[config.mk]
export PLATFORM = sky130hd
export DESIGN_NAME = dbus_bridge
export DESIGN_NICKNAME = d
export VERILOG_FILES = /design/src/rtl/dbus_pkg.sv /design/src/rtl/dbus_addr_decode.sv /design/src/rtl/dbus_bridge.sv
export SDC_FILE = /design/constraint.sdc
export NUM_CORES = 1
export LEC_CHECK = 0
export CAP_MARGIN = 20
export CORE_MARGIN = 8
export CORE_UTILIZATION = 32
export CTS_CLUSTER_DIAMETER = 150
export DETAILED_ROUTE_END_ITERATION = 16
export DONT_BUFFER_PORTS = 1
export SYNTH_ARGS = -nofsm -noshare
export SYNTH_HDL_FRONTEND = slang
export SYNTH_SLANG_ARGS = --single-unit
[constraint.sdc]
create_clock -name clk -period 6.6 [get_ports clk]
set_input_delay 0.66 -clock clk [delete_from_list [all_inputs] [get_ports clk]]
set_output_delay 0.66 -clock clk [all_outputs]
set_load 0.02 [all_outputs]
[src/rtl/dbus_pkg.sv]
// Shared types and constants for the core data-bus bridge.
// Holds the bridge state encoding and byte-mask legality helper.
package dbus_pkg;

    typedef enum logic [1:0] {
        IDLE  = 2'd0,
        DMEM  = 2'd1,
        ACCEL = 2'd2,
        RESP  = 2'd3
    } dbus_state_e;

    localparam int N_LEGAL_MASKS = 7;

    localparam logic [3:0] LEGAL_MASKS [N_LEGAL_MASKS] = '{
        4'b0001, 4'b0010, 4'b0100, 4'b1000,
        4'b0011, 4'b1100, 4'b1111
    };

    localparam logic [31:0] DBUS_ERR_RDATA = 32'h0;

    // Byte, aligned halfword or full word only.
    function automatic logic mask_legal(input logic [3:0] m);
        logic ok;
        ok = 1'b0;
        for (int i = 0; i < N_LEGAL_MASKS; i++) begin
            if (m == LEGAL_MASKS[i]) ok = 1'b1;
        end
        return ok;
    endfunction

endpackage

[src/rtl/dbus_addr_decode.sv]
// Combinational slave select and byte-mask check.
// Shared with the accelerator-side bench.
module dbus_addr_decode
    import dbus_pkg::*;
#(
    parameter logic [31:0] ACCEL_BASE = 32'h4000_0000,
    parameter int          ACCEL_AW   = 12
) (
    input  logic [31:0] addr,
    input  logic [3:0]  mask,
    output logic        sel_accel,
    output logic        mask_ok
);

    assign sel_accel = (addr[31:ACCEL_AW] == ACCEL_BASE[31:ACCEL_AW]);
    assign mask_ok   = mask_legal(mask);

endmodule

[src/rtl/dbus_bridge.sv]
// Registered bridge from the core data port to data memory
// and the GEMM accelerator window, with bus-error timeout.
module dbus_bridge
    import dbus_pkg::*;
#(
    parameter logic [31:0] ACCEL_BASE = 32'h4000_0000,
    parameter int          ACCEL_AW   = 12,
    parameter int          TIMEOUT    = 255
) (
    input  logic                clk,
    input  logic                reset,
    input  logic                cs,
    input  logic                mem_rd_wr,
    input  logic [3:0]          mask,
    input  logic [31:0]         mem_addr,
    input  logic [31:0]         mem_write_data,
    output logic [31:0]         mem_read_data,
    output logic                mem_valid,
    output logic                bus_err,
    output logic                dm_cs,
    output logic                dm_rd_wr,
    output logic [3:0]          dm_mask,
    output logic [31:0]         dm_addr,
    output logic [31:0]         dm_wdata,
    input  logic [31:0]         dm_rdata,
    input  logic                dm_valid,
    output logic                ac_cs,
    output logic                ac_rd_wr,
    output logic [3:0]          ac_mask,
    output logic [ACCEL_AW-1:0] ac_addr,
    output logic [31:0]         ac_wdata,
    input  logic [31:0]         ac_rdata,
    input  logic                ac_valid
);

    // Last wait count before the slave is abandoned.
    localparam logic [7:0] WAIT_LAST = 8'(TIMEOUT - 1);

    dbus_state_e state;
    dbus_state_e state_nxt;

    logic [31:0] addr_q;
    logic [31:0] wdata_q;
    logic [31:0] rdata_q;
    logic [3:0]  mask_q;
    logic        wr_q;
    logic        err_q;
    logic [7:0]  wait_q;

    logic sel_accel;
    logic mask_ok;
    logic slave_valid;
    logic timed_out;

    dbus_addr_decode #(
        .ACCEL_BASE(ACCEL_BASE),
        .ACCEL_AW  (ACCEL_AW)
    ) u_dec (
        .addr     (mem_addr),
        .mask     (mask),
        .sel_accel(sel_accel),
        .mask_ok  (mask_ok)
    );

    // Only the selected slave's answer is heard.
    assign slave_valid = ((state == DMEM) && dm_valid)
                      || ((state == ACCEL) && ac_valid);
    assign timed_out   = (wait_q == WAIT_LAST);

    // State register; reset drops any slave strobe at once.
    always_ff @(posedge clk or posedge reset) begin
        if (reset) state <= IDLE;
        else       state <= state_nxt;
    end

    // Next-state decode.
    always_comb begin
        state_nxt = state;
        unique case (state)
            IDLE: begin
                if (cs) begin
                    if (!mask_ok)       state_nxt = RESP;
                    else if (sel_accel) state_nxt = ACCEL;
                    else                state_nxt = DMEM;
                end
            end
            DMEM, ACCEL: begin
                if (slave_valid || timed_out) state_nxt = RESP;
            end
            RESP:    state_nxt = IDLE;
            default: state_nxt = IDLE;
        endcase
    end

    // Request capture, response capture and wait counter.
    always_ff @(posedge clk or posedge reset) begin
        if (reset) begin
            addr_q  <= '0;
            wdata_q <= '0;
            rdata_q <= DBUS_ERR_RDATA;
            mask_q  <= '0;
            wr_q    <= 1'b0;
            err_q   <= 1'b0;
            wait_q  <= '0;
        end else begin
            unique case (state)
                IDLE: begin
                    if (cs) begin
                        addr_q  <= mem_addr;
                        wdata_q <= mem_write_data;
                        mask_q  <= mask;
                        wr_q    <= mem_rd_wr;
                        err_q   <= !mask_ok;
                        rdata_q <= DBUS_ERR_RDATA;
                        wait_q  <= '0;
                    end
                end
                DMEM, ACCEL: begin
                    if (slave_valid) begin
                        rdata_q <= (state == ACCEL) ? ac_rdata : dm_rdata;
                    end else if (timed_out) begin
                        err_q <= 1'b1;
                    end else begin
                        wait_q <= wait_q + 8'd1;
                    end
                end
                default: ;
            endcase
        end
    end

    assign dm_cs    = (state == DMEM);
    assign dm_rd_wr = wr_q;
    assign dm_mask  = mask_q;
    assign dm_addr  = addr_q;
    assign dm_wdata = wdata_q;

    assign ac_cs    = (state == ACCEL);
    assign ac_rd_wr = wr_q;
    assign ac_mask  = mask_q;
    assign ac_addr  = addr_q[ACCEL_AW-1:0];
    assign ac_wdata = wdata_q;

    assign mem_valid     = (state == RESP);
    assign bus_err       = mem_valid && err_q;
    assign mem_read_data = (mem_valid && !err_q) ? rdata_q : DBUS_ERR_RDATA;

endmodule
# [Word level (Yosys, flattened, before mapping)]
# Cells that the tools add are included.
# W data, S select, Z words.
[word_totals] regBits=112 out_inout_bits=154
[classes] n_addsub=1 n_eq_ne=18 mux=25 reduce_logical=16
[ops] cell="$mux W32" n=4
[ops] cell="$pmux W32 S2" n=1
[ops] cell="$mux W8" n=3
[ops] cell="$eq A20 B19 Y1 const B" n=1
[ops] cell="$pmux W8 S2" n=1
[ops] cell="$eq A4 B4 Y1 const B" n=3
[ops] cell="$ne A2 B2 Y1 const B" n=6
[ops] cell="$mux W1" n=10
[ops] cell="$add A8 B1 Y8 const B" n=1
[ops] cell="$eq A4 B2 Y1 const B" n=2
[ops] cell="$eq A8 B8 Y1 const B" n=1
[ops] cell="$mux W2" n=4
[ops] cell="$reduce_and A4 Y1" n=2
[ops] cell="$pmux W2 S3" n=1
[ops] cell="$eq A2 B2 Y1 const B" n=2
[ops] cell="$eq A4 B1 Y1 const B" n=1
[ops] cell="$eq A4 B3 Y1 const B" n=1
[ops] cell="$logic_and A1 B1 Y1" n=4
[ops] cell="$reduce_and A2 Y1" n=2
[ops] cell="$reduce_and A3 Y1" n=1
[ops] cell="$eq A2 B1 Y1 const B" n=1
[ops] cell="$logic_not A1 Y1" n=2
[ops] cell="$logic_not A2 Y1" n=1
[ops] cell="$logic_or A1 B1 Y1" n=2
[ops] cell="3 further kinds" n=3

# [Longest topological paths before layout]
# Gate-level depths: netlist of run 1.
[logic_depth] depth_word=11 mapped_depth=9 mapped_depth_nobuf=7

# [By module]
# From an unflattened synthesis of run 1, not the netlist that was laid out.
[hier_totals] hier_cells=482 area_unflattened_um2=5791.8
[by_module_without_submodules] module="dbus_bridge" n_inst=1 cells_per_inst=468 area_each_um2=5709.2
[by_module_without_submodules] module="dbus_addr_decode" n_inst=1 cells_per_inst=14 area_each_um2=82.6

# [Worst setup path before layout of run 1]
# Ideal clock, no wire load.
[synth_path] path_kind="flip-flop to output port" start="register state[0]" end="output port mem_read_data[10]" t_arrival_ns=1.383 required_time_ns=5.940 slack_ns=4.557 stages_incl_launch_ff=5 n_path_buf=1 path_cell_list="dfrtp_1 > ha_1 > nor2b_1 > clkbuf_1 > and2_1"
[synth_between] elab_chain_cells=3
[synth_rtl] item="start: declaration" line_no="dbus_bridge.sv:39" source="dbus_state_e state;"
[synth_rtl] item="start signal: assignment" line_no="dbus_bridge.sv:73" source="else state <= state_nxt;"
[synth_rtl] item="$eq A2 B2 Y1" line_no="dbus_bridge.sv:144" source="assign mem_valid = (state == RESP);"
[synth_rtl] item="net mem_valid" line_no="dbus_bridge.sv:18" source="output logic mem_valid,"
[synth_rtl] item="$logic_and A1 B1 Y1" line_no="dbus_bridge.sv:146" source="assign mem_read_data = (mem_valid && !err_q) ? rdata_q : DBUS_ERR_RDATA;"
[synth_rtl] item="$mux W32" line_no="dbus_bridge.sv:146"
[synth_rtl] item="end: declaration" line_no="dbus_bridge.sv:17" source="output logic [31:0] mem_read_data,"
# The timed path passes the listed nets, and every way through them passes these cells.

# [Worst setup path after layout of run 1]
[layout_path] start="register state[0]" end="output port mem_read_data[31]"
# The elaborated chain is that of the path after synthesis.

==> results of run 1 <==
-- report_power, final --
group | switching, mW | internal [mW] | leakage, nW
Sequential | 0.761 | 0.995 | 1.37
Combinational | 0.598 | 0.452 | 0.838
Clock | 0.276 | 0.311 | 0.160
-- worst paths after layout --
kind | endpoint | slack, ns | cells after the start
hold / removal | ac_wdata[7] | 0.21 | 1
setup reg to reg | rdata_q[12] | 4.16 | 7
hold reg to reg | rdata_q[17] | 0.47 | 2
setup / recovery | mem_read_data[31] | 3.59 | 3
min in group clk | dm_addr[10] | 0.44 | 1
max in group asynchronous | dm_addr[14] | 5.08 | 2
-- cell usage in the layout (no fill, tap or decap), types with 3 or more instances in the layout --
cell	count
sky130_fd_sc_hd__o31ai_1	33
sky130_fd_sc_hd__nor2_1	14
sky130_fd_sc_hd__a22o_1	3
sky130_fd_sc_hd__and2_1	33
sky130_fd_sc_hd__inv_1	3
sky130_fd_sc_hd__nand3_1	5
sky130_fd_sc_hd__nor4_1	4
sky130_fd_sc_hd__xor2_1	3
sky130_fd_sc_hd__xnor2_1	3
sky130_fd_sc_hd__mux2i_1	32
sky130_fd_sc_hd__ha_1	6
sky130_fd_sc_hd__a21oi_1	3
sky130_fd_sc_hd__mux2_2	68
sky130_fd_sc_hd__clkbuf_16	9
sky130_fd_sc_hd__dfrtp_1	112
sky130_fd_sc_hd__nand2_1	39
-- flip-flops by register name (all words and copies together) (netlist names) --
register  flops
err_q         1
ac_wdata     32
state         2
ac_mask       4
rdata_q      32
wait_q        8
dm_addr      32
ac_rd_wr      1
-- metrics by stage --
stage,hold slack [ns],setup WS [ns]
2_1_floorplan,0.440,2.98
3_3_place_gp,0.454,3.94
3_5_place_dp,0.457,3.86
4_1_cts,0.219,3.48
5_1_grt,0.246,3.32
6_report,0.214,3.59
-- worst reg2reg max path, cell delays in order, from the launching register on --
cell                      delay (ns)
sky130_fd_sc_hd__dfrtp_1        0.42
sky130_fd_sc_hd__inv_1          0.12
sky130_fd_sc_hd__ha_2           0.48
sky130_fd_sc_hd__buf_12         0.27
sky130_fd_sc_hd__a22oi_4        0.11
sky130_fd_sc_hd__nand2_1        0.19
sky130_fd_sc_hd__nand2_4        0.35
sky130_fd_sc_hd__o31ai_1        0.40
-- layout make-up --
cell class	count	area (um^2)
fillers	1710	11400
well taps	225	282
multi-input cells	275	2220
clock buffers	9	225
clock inverters	7	103
repair buffers	3	35.0
inverters	5	21.3
flip-flops and latches	112	2800
-- per-layer routing --
layer	vias to the layer above	share of wire	track usage	wire length, um
met2	129	0.53	0.219	7220
li1	1445	-	-	-
met4	0	0.018	0.0490	238
met1	1610	0.38	0.130	5130
met3	15	0.071	0.0422	958
met5	-	0	0	0
-- cells by family after synthesis --
logic type,after synthesis
buffers and inverters,78
and+or+nand+nor,112
adders and majority gates,7
xor gates and xnor gates,6
DFF,112
muxes,102
AOI/OAI and AO/OA,48
==> results.md, run 1 <==
| Item | Reported | Unit |
|---|---|---|
| Cell Area, Synth | 5530 | um^2 |
| Worst-Skew Late Latency | 0.36 | ns |
| Max-slew headroom at the worst pin | 0.388 | - |
| Vias in the first global route | 3575 | - |
| Areal power density over the cells | 596 | nW/um^2 |
| Largest family of logic cells by synthesized area | multiplexers | - |
| Initial detailed-routing violation count | 112 | - |
| Setup Viol. Count Final | 0 | - |
| Synth Area in Adders | 0.0158 | - |
| Antenna cell count | 0 | - |
| Hold Violations, Final | 0 | - |
| Static Leakage | 2.37 | nW |
| Maximum clock frequency | 332 | MHz |
| Share of synthesized registers carrying an async set or reset | 1.00 | - |
| I/O pin count | 292 | - |
| Family of cells with the greatest summed delay on the critical path | simple AND/OR/NAND/NOR gates | - |
| Gates resized, CTS repair | 0 | - |
| # Max-Cap Violations | 0 | - |
| Final weighted congestion of routability-driven global placement | 0.753 | - |
| Die height | 147 | um |
| Critical Path, Cell by Cell | ha_1 -> nor2b_2 -> and2_1 | - |
| Number of buffers inserted during clock tree synthesis | 9 | - |
| Measured slew at the worst slew-check pin | 0.914 | ns |
| Final core utilization | 0.333 | - |
| Wire length of the first global-routing pass | 21000 | um |
| Detailed-route wire length | 13500 | um |
| Horizontal die dimension | 147 | um |
| Detailed Routing Iterations Pass 1 | 4 | - |
| Post-Synth Simple-Gate Area | 0.106 | - |
| Setup Total Neg Slack | 0 | ns |
| Vias after detailed routing | 3199 | - |
| # placed instances | 619 | - |
| Yosys warning total | 0 | - |
| Count of flip-flops with a built-in enable after synthesis | 0 | - |
| Biggest area consumer among synthesized cells | sky130_fd_sc_hd__dfrtp_1 | - |
| Fraction of synthesized cell area in xor and xnor cells | 0.00951 | - |
| Routed wire length per instance | 21.3 | um |
| Total routing resource utilization after global routing | 0.123 | - |
| Detailed-route DRC error count | 0 | - |
| Initial core utilization | 0.323 | - |
| Type of the setup path with the least slack | flip-flop to primary output | - |
| Syn_nets | 610 | - |
| Number of buffers added on ports | 0 | - |
| Clock tree root buffer cell | sky130_fd_sc_hd__clkbuf_16 | - |
| Detailed-placement wirelength estimate | 10500 | um |
| Final slew viol count | 0 | - |
| Std-Cell Rows | 48 | - |
| Largest fanout on the critical path | 32 | - |
| Count of hold buffers inserted by post-cts repair | 0 | - |
| Prevailing post-synth register cell | sky130_fd_sc_hd__dfrtp_1 | - |
| CP max stage cell | sky130_fd_sc_hd__nor2b_2 | - |
| Worst reg2reg path startpoint | state[0] | - |
| Post-synthesis mux area share | 0.201 | - |
| Standard cell core area | 17100 | um^2 |
| Clock tree sinks | 112 | - |
| Share of Yosys cell area claimed by the top area cell type | 0.507 | - |
| Leftover overflow at the end of global routing | 0 | - |
| Share of final-layout standard cells stronger than drive strength 1 | 0.243 | - |
| Period minus WS final | 3.01 | ns |
| Launching element of the worst setup path | state[0] | - |
| Synth area leaders | sky130_fd_sc_hd__dfrtp_1 51%, sky130_fd_sc_hd__mux2_2 14%, sky130_fd_sc_hd__buf_4 7.1% | - |
| Non-Filler Cell Area, Final | 5690 | um^2 |
| Cell variety after synth | 40 | - |
| Worst supply voltage drop on vdd | 0.247 | mV |
| Register bit count reported by yosys | 112 | - |
| Post-synthesis to final-layout area growth | 2.99 | % |
| Category of the worst setup path capture point | primary output | - |
| Mean Syn Cell Area | 11.9 | um^2 |
| Outcome | finished, final reports clean | - |
| Max stage delay on crit path | 0.82 | ns |
| Total power after layout | 3.39 | mW |
| TritonCTS clock tree | yes | - |
| Max clock buf depth | 2 | - |
| Antenna violations before repair | 0 | - |
| Largest net degree at the start of global routing | 71 | - |
| Total setup buffers inserted after CTS | 0 | - |
| Sequential share of the synthesized area | 0.507 | - |
| Cell types with the highest counts after synthesis | 112 x sky130_fd_sc_hd__dfrtp_1, 68 x sky130_fd_sc_hd__mux2_2, 52 x sky130_fd_sc_hd__buf_4, 39 x sky130_fd_sc_hd__nand2_1, 34 x sky130_fd_sc_hd__and2_1 | - |
| Critical path arrival | 2.35 | ns |
| CTS H-tree depth | 3 | - |
| Clock transition at path regs | 0.08 | ns |
| Clock skew | 0.00784 | ns |
| Cells after Synth | 465 | - |
| Total cell area at the placement stage | 5350 | um^2 |
| Area of the die | 21700 | um^2 |
| Net count, final | 551 | - |
| HP Class | primary input to async pin | - |
| Critical path buffers and inverters | 0 | - |
| Synth Area in Compound Gates | 0.0690 | - |
| Final instance count without filler cells | 636 | - |
| RSZ-0062 raised after global routing | no | - |
| Critical path launch point type | flip-flop | - |
| Final clock period utilization by the worst path | 0.456 | - |
| Worst Path Required | 5.94 | ns |
| Leading cell type by number of instances after synthesis | sky130_fd_sc_hd__dfrtp_1 | - |
| Via-to-Cell Ratio | 5.03 | - |
| Antenna viol nets, final | 0 | - |
No activity file was read; power rests on OpenSTA's default activity.
==> run 2, diff against run 1 <==
- clock period: 6.6 -> 2.85 ns (I/O delays scaled with it)
==> run 2 against run 1 <==
  * The run now ends with negative hold slack left
  * Worst setup slack got worse by 3.0 ns
  * Register-to-register slack worse by 3.5 ns
  * Non-clock buffer count increased by 1
  * Clock skew is essentially flat
  * Core utilization did not move
  * Routed wire length fell by 0.92%
  * Die area did not move
  * Combinational power is 130% higher
  * Critical endpoint unchanged
==> results.md, run 2 (synthesis results as in run 1) <==
| Item | Reported | Unit | Delta |
|---|---|---|---|
| Worst supply voltage drop on vdd | 0.552 | mV | +120% |
| Gates resized, CTS repair | 0 | - | unchanged |
| Antenna cell count | 0 | - | unchanged |
| Worst hold-check slack | -0.00575 | ns | -0.220 ns |
| Final slew viol count | 0 | - | unchanged |
| Relative contribution of the clock network to total power | 0.165 | - | -0.008 |
| Setup Viol. Count Final | 0 | - | unchanged |
| Type of the setup path with the least slack | flip-flop to primary output | - |  |
| Number of buffers added on ports | 0 | - | unchanged |
| # Max-Cap Violations | 0 | - | unchanged |
| Critical path buffers and inverters | 1 | - | +1 |
| Static Leakage | 2.36 | nW | -0.35% |
| Clock transition at path regs | 0.07 | ns | about the same |
| Period minus WS final | 2.24 | ns |  |
| Max stage delay on crit path | 0.41 | ns | -0.41 ns |
| Max clock buf depth | 2 | - | unchanged |
| Number of buffers inserted during clock tree synthesis | 9 | - | unchanged |
| Max-slew headroom at the worst pin | 0.391 | - | +0.00274 |
| Largest fanout on the critical path | 32 | - | unchanged |
| CP max stage cell | sky130_fd_sc_hd__dfrtp_1 | - |  |
| Net count, final | 552 | - | +0.18% |
| Fraction of power consumed by sequential logic | 0.524 | - | +0.007 |
| Antenna violations before repair | 0 | - | unchanged |
| Routed wire length per instance | 21.1 | um | -1.1% |
| Measured slew at the worst slew-check pin | 0.912 | ns | -0.00189 ns |
| CTS H-tree depth | 3 | - | unchanged |
| Initial core utilization | 0.323 | - | unchanged |
| Count of hold buffers inserted by post-cts repair | 0 | - | unchanged |
| Die height | 147 | um | unchanged |
| Commonest cells after routing, fill and taps aside | 112 x sky130_fd_sc_hd__dfrtp_1, 68 x sky130_fd_sc_hd__mux2_2, 39 x sky130_fd_sc_hd__nand2_1 | - |  |
| Hold Violations, Final | 8 | - | +8 |
| Family of cells with the greatest summed delay on the critical path | simple AND/OR/NAND/NOR gates | - |  |
| Clock skew | 0.00802 | ns | +0.000174 ns |
| Setup Total Neg Slack | 0 | ns | unchanged |
| Detailed Routing Iterations Pass 1 | 4 | - | unchanged |
| Critical Path, Cell by Cell | ha_1 -> nor2b_2 -> buf_4 -> and2_1 | - |  |
| Category of the worst setup path capture point | primary output | - |  |
| Worst Path Required | 2.57 | ns | -3.37 ns |
| Final clock period utilization by the worst path | 0.785 | - |  |
| P_sw | 3.72 | mW | +130% |
| RSZ-0062 raised after global routing | no | - |  |
| Post-synthesis to final-layout area growth | 2.99 | % | unchanged |
| Largest net degree at the start of global routing | 71 | - | unchanged |
| Outcome | finished with violations | - |  |
| Initial detailed-routing violation count | 114 | - | +1.8% |
| Vias after detailed routing | 3246 | - | +1.5% |
| Clock tree root buffer cell | sky130_fd_sc_hd__clkbuf_16 | - |  |
| Horizontal die dimension | 147 | um | unchanged |
| Share of total power in combinational logic | 0.312 | - | +0.003 |
| Switch share | 0.479 | - | -0.00288 |
| Worst-Skew Late Latency | 0.34 | ns | -0.02 ns |
| I/O pin count | 292 | - | unchanged |
| Wire length of the first global-routing pass | 20800 | um | -1.0% |
| Critical path arrival | 1.95 | ns | -0.40 ns |
| Area of the die | 21700 | um^2 | unchanged |
| Smallest setup slack after layout | 0.612 | ns | -2.98 ns |
| Detailed-route wire length | 13400 | um | -0.92% |
| Maximum clock frequency | 447 | MHz |  |
| Std-Cell Rows | 48 | - | unchanged |
| Areal power density over the cells | 1360 | nW/um^2 | +130% |
| Place WS | 0.633 | ns | -3.23 ns |
| Clock tree sinks | 112 | - | unchanged |
| Pint | 4.05 | mW | +130% |
| Commonest non-fill, non-tap cell in the layout | sky130_fd_sc_hd__dfrtp_1 | - |  |
| Storage cell area | 2800 | um^2 | unchanged |
| TritonCTS clock tree | yes | - |  |
| Total setup buffers inserted after CTS | 0 | - | unchanged |
| Critical path launch point type | flip-flop | - |  |
| Fill cells | 1726 | - | +0.94% |
| Via-to-Cell Ratio | 5.10 | - | +1.3% |
| Total routing resource utilization after global routing | 0.120 | - | -0.00236 |
| Vias in the first global route | 3485 | - | -2.5% |
| Share of final-layout standard cells stronger than drive strength 1 | 0.243 | - | -0.000591 |
| Antenna viol nets, final | 0 | - | unchanged |
| Final weighted congestion of routability-driven global placement | 0.768 | - | +2.1% |
| Detailed-route DRC error count | 0 | - | unchanged |
| HP Class | primary input to async pin | - |  |
| Violated checks | negative hold slack | - |  |
| Standard cell core area | 17100 | um^2 | unchanged |
| Leftover overflow at the end of global routing | 0 | - | unchanged |
| Detailed-placement wirelength estimate | 10500 | um | -0.40% |
| Multi-input gate area | 2220 | um^2 | unchanged |
-- run 2: cell types whose count changed in the layout (fill, tap and decap cells not counted) --
cell	before	now
sky130_fd_sc_hd__clkinvlp_4	0	2
sky130_fd_sc_hd__inv_6	2	0
sky130_fd_sc_hd__inv_4	1	0
sky130_fd_sc_hd__clkbuf_1	0	1
sky130_fd_sc_hd__clkinv_8	1	0
sky130_fd_sc_hd__clkinv_4	0	2
sky130_fd_sc_hd__inv_12	1	0
sky130_fd_sc_hd__buf_12	1	2
-- run 2: cell type report --
cell class                      count  share of cell area
Timing Repair Buffer                4             0.00967
Multi-Input combinational cell    275               0.391
Sequential cell                   112               0.492
Inverter                            5             0.00396
Clock inverter                      6              0.0136
Tap cell                          225              0.0495
Clock buffer                       10              0.0402
-- run 2: path summary, 6_finish.rpt --
check	startpoint	endpoint	slack (ns)	depth (start not counted)
max in group asynchronous	reset	ac_wdata[15]	2.00	2
setup reg to reg	state[0]	wait_q[6]	0.65	7
setup / recovery	state[0]	mem_read_data[31]	0.61	4
min in group clk	mem_addr[14]	dm_addr[14]	0.08	1
hold reg to reg	rdata_q[0]	rdata_q[0]	0.47	2
hold / removal	reset	ac_wdata[16]	-0.006	1
-- run 2: worst register-to-register path: stages, from the launching register on --
cell                      delay [ns]
sky130_fd_sc_hd__dfrtp_1        0.41
sky130_fd_sc_hd__inv_1          0.10
sky130_fd_sc_hd__ha_1           0.41
sky130_fd_sc_hd__inv_2          0.50
sky130_fd_sc_hd__nor3_1         0.23
sky130_fd_sc_hd__nor3_2         0.24
sky130_fd_sc_hd__xnor2_1        0.14
sky130_fd_sc_hd__nor2_1         0.05
-- run 2: metal layers --
layer	GRT usage	vias to the layer above	wire length, um	share of wire
met2	0.213	136	7200	0.54
li1	-	1444	-	-
met1	0.130	1655	4990	0.37
met5	0	-	0	0
met4	0.0352	0	129	0.0096
met3	0.0489	11	1110	0.083
-- run 2: power groups by stage --
stage	clock network (mW)	logic, mW	registers (mW)
final	1.28	2.42	4.07
after global routing	1.39	2.69	4.19
after CTS	1.34	2.46	4.09
after detailed placement	0	2.46	4.13
after global placement	0	2.35	4.10
after floorplan	0	3.13	3.37
-- run 2: through the flow --
step                       util  hold WS (ns)  cells  instance area, um^2  power, mW
final                     0.333      -0.00575    637                 5690       7.76
after global routing      0.333        0.0513    637                 5690       8.27
after CTS                 0.333        0.0197    637                 5690       7.90
after detailed placement  0.315         0.398    621                 5390       6.59
after global placement    0.315         0.396    621                 5390       6.45
after floorplan               -         0.420    465                 5530       6.50
==> run 3, diff against run 2 <==
- clock period: 2.85 -> 2.1 ns (I/O delays scaled with it)
==> run 3 against run 2 <==
  * The run now ends clean
  * Via count is 8.7% higher
  * Non-clock buffer count is 77 higher
  * Final area is 14% higher
  * Clock power is 36% higher
==> results.md, run 3 (synthesis results as in run 1) <==
| Item | Reported | Unit | Delta |
|---|---|---|---|
| Outcome | finished, final reports clean | - |  |
| Vias after detailed routing | 3528 | - | +8.7% |
| Number of buffers inserted during clock tree synthesis | 9 | - | unchanged |
| Routed wire length per instance | 19.9 | um | -5.8% |
| Critical path launch point type | flip-flop | - |  |
| Initial core utilization | 0.323 | - | unchanged |
| Detailed-route wire length | 14200 | um | +5.6% |
| Relative contribution of the clock network to total power | 0.159 | - | -0.006 |
| Clock transition at path regs | 0.08 | ns | about the same |
| Clock tree sinks | 112 | - | unchanged |
| Net count, final | 629 | - | +14% |
| Switch share | 0.479 | - | about the same |
| Fraction of power consumed by sequential logic | 0.507 | - | -0.017 |
| Commonest cells after routing, fill and taps aside | 112 x sky130_fd_sc_hd__dfrtp_1, 69 x sky130_fd_sc_hd__dlygate4sd3_1, 67 x sky130_fd_sc_hd__mux2_2 | - |  |
| Maximum clock frequency | 505 | MHz |  |
| Areal power density over the cells | 1680 | nW/um^2 | +23% |
| Largest net degree at the start of global routing | 69 | - | -2.8% |
| Share of total power in combinational logic | 0.334 | - | +0.022 |
| Critical Path, Cell by Cell | ha_2 -> nor2b_2 -> buf_6 -> and2_1 | - |  |
| RSZ-0062 raised after global routing | yes | - |  |
| Period minus WS final | 1.98 | ns |  |
| Clock skew | 0.0116 | ns | +0.00353 ns |
| Worst-Skew Late Latency | 0.35 | ns | about the same |
| Detailed-placement wirelength estimate | 10700 | um | +1.7% |
| Pint | 5.70 | mW | +41% |
| Worst supply voltage drop on vdd | 0.724 | mV | +31% |
| Type of the setup path with the least slack | flip-flop to primary output | - |  |
| Total cell area at the placement stage | 5470 | um^2 | +1.6% |
| Std-Cell Rows | 48 | - | unchanged |
| Antenna cell count | 0 | - | unchanged |
| Final core utilization | 0.380 | - | +0.0470 |
| Vias in the first global route | 3948 | - | +13% |
| Smallest setup slack after layout | 0.119 | ns | -0.493 ns |
| Largest fanout on the critical path | 32 | - | unchanged |
| Final clock period utilization by the worst path | 0.943 | - |  |
| Detailed-route DRC error count | 0 | - | unchanged |
| TritonCTS clock tree | yes | - |  |
| # Max-Cap Violations | 0 | - | unchanged |
| I/O pin count | 292 | - | unchanged |
| Clock tree root buffer cell | sky130_fd_sc_hd__clkbuf_16 | - |  |
| Number of buffers added on ports | 0 | - | unchanged |
| Total setup buffers inserted after CTS | 0 | - | unchanged |
| Max stage delay on crit path | 0.41 | ns | about the same |
| Antenna viol nets, final | 0 | - | unchanged |
| CTS H-tree depth | 3 | - | unchanged |
| Setup Total Neg Slack | 0 | ns | unchanged |
| Horizontal die dimension | 147 | um | unchanged |
| Worst Path Required | 1.89 | ns | -0.68 ns |
| Setup Viol. Count Final | 0 | - | unchanged |
| Final instance count without filler cells | 714 | - | +12% |
| Non-Filler Cell Area, Final | 6500 | um^2 | +14% |
| Final slew viol count | 0 | - | unchanged |
| HP Class | primary input to flip-flop | - |  |
| Antenna violations before repair | 0 | - | unchanged |
| # placed instances | 629 | - | +1.3% |
| Initial detailed-routing violation count | 136 | - | +19% |
| CP max stage cell | sky130_fd_sc_hd__dfrtp_1 | - |  |
| Share of final-layout standard cells stronger than drive strength 1 | 0.254 | - | +0.0109 |
| Wire length of the first global-routing pass | 22500 | um | +8.2% |
| Via-to-Cell Ratio | 4.94 | - | -3.0% |
| P_sw | 5.24 | mW | +41% |
| Detailed Routing Iterations Pass 1 | 4 | - | unchanged |
| Static Leakage | 2.72 | nW | +15% |
| Critical path arrival | 1.77 | ns | -0.18 ns |
| Leftover overflow at the end of global routing | 0 | - | unchanged |
| Place WS | 0.123 | ns | -0.510 ns |
| Hold Violations, Final | 0 | - | -8 |
| Max clock buf depth | 2 | - | unchanged |
| Category of the worst setup path capture point | primary output | - |  |
| Max-slew headroom at the worst pin | 0.673 | - | +0.283 |
| Standard cell core area | 17100 | um^2 | unchanged |
| Post-synthesis to final-layout area growth | 17.5 | % |  |
| Final weighted congestion of routability-driven global placement | 0.780 | - | +1.5% |
| Total routing resource utilization after global routing | 0.130 | - | +0.00991 |
| Measured slew at the worst slew-check pin | 0.490 | ns | -0.422 ns |
| Area of the die | 21700 | um^2 | unchanged |
| Commonest non-fill, non-tap cell in the layout | sky130_fd_sc_hd__dfrtp_1 | - |  |
| Die height | 147 | um | unchanged |
## run 3: cell types whose count changed in the layout (fill, tap and decap cells not counted), sizes merged
cell,change
clkbuf,-1
clkinvlp,-1
buf,+8
clkinv,+1
bufinv,-1
dlygate4sd3,+69
inv,+2
## run 3: final timing paths
kind / startpoint / end / slack [ns] / cells past startpoint
worst min register to register: rdata_q[10] / rdata_q[10] / 0.47 / 2
worst max register to register: state[0] / rdata_q[0] / 0.13 / 7
worst max-delay path: state[0] / mem_read_data[27] / 0.12 / 4
min in group asynchronous: reset / dm_addr[12] / 0.25 / 2
max in group asynchronous: reset / rdata_q[10] / 1.30 / 3
worst min-delay path: mem_addr[6] / dm_addr[6] / 0.02 / 1
## run 3: what timing repair did
| item | 4_1_cts | 5_1_grt |
|---|---|---|
| hold buffers | 69 | 0 |
| cloned | 0 | 0 |
| resized for setup | 2 | 15 |
| endpoints found under the hold margin | 180 | 0 |
| endpoints found under the setup margin | 32 | 43 |
## run 3: area by class of cell
type | count | area, um^2
tap | 225 | 282
clock buffer | 9 | 225
fill | 1651 | 10600
clock inverter | 7 | 82.6
multi-input combinational | 275 | 2250
timing repair buffer | 81 | 835
sequential | 112 | 2800
inverter | 5 | 22.5
## run 3: power by group through the flow
stage          clock (mW)  sequential [mW]  combinational (mW)
6_report             1.74             5.54                3.66
2_1_floorplan           0             4.57                4.25
5_1_grt              1.89             5.70                4.04
3_3_place_gp            0             5.57                3.39
4_1_cts              1.81             5.56                3.69
3_5_place_dp            0             5.60                3.57
## run 3: worst max-delay path, delay by kind of cell, from the launching register on
kind,cells,cell delay [ns]
AND/OR/NAND/NOR,2,0.47
adder cells (fa/ha/maj),1,0.31
buffers and inverters,1,0.21
flip-flops,1,0.41
## run 3: metal layers
layer  vias up  GRT usage  share of wire
met5         -          0              0
met4         0     0.0561          0.020
met3        22     0.0419          0.067
met2       134      0.224           0.52
met1      1755      0.146           0.39
li1       1617          -              -
## run 3: metrics by stage
| step | power, mW | hold slack [ns] |
|---|---|---|
| final | 10.9 | 0.0232 |
| after global routing | 11.6 | 0.00975 |
| after CTS | 11.1 | 0.00940 |
| after detailed placement | 9.18 | 0.00916 |
| after global placement | 8.96 | 0.00557 |
| after floorplan | 8.82 | 0.345 |
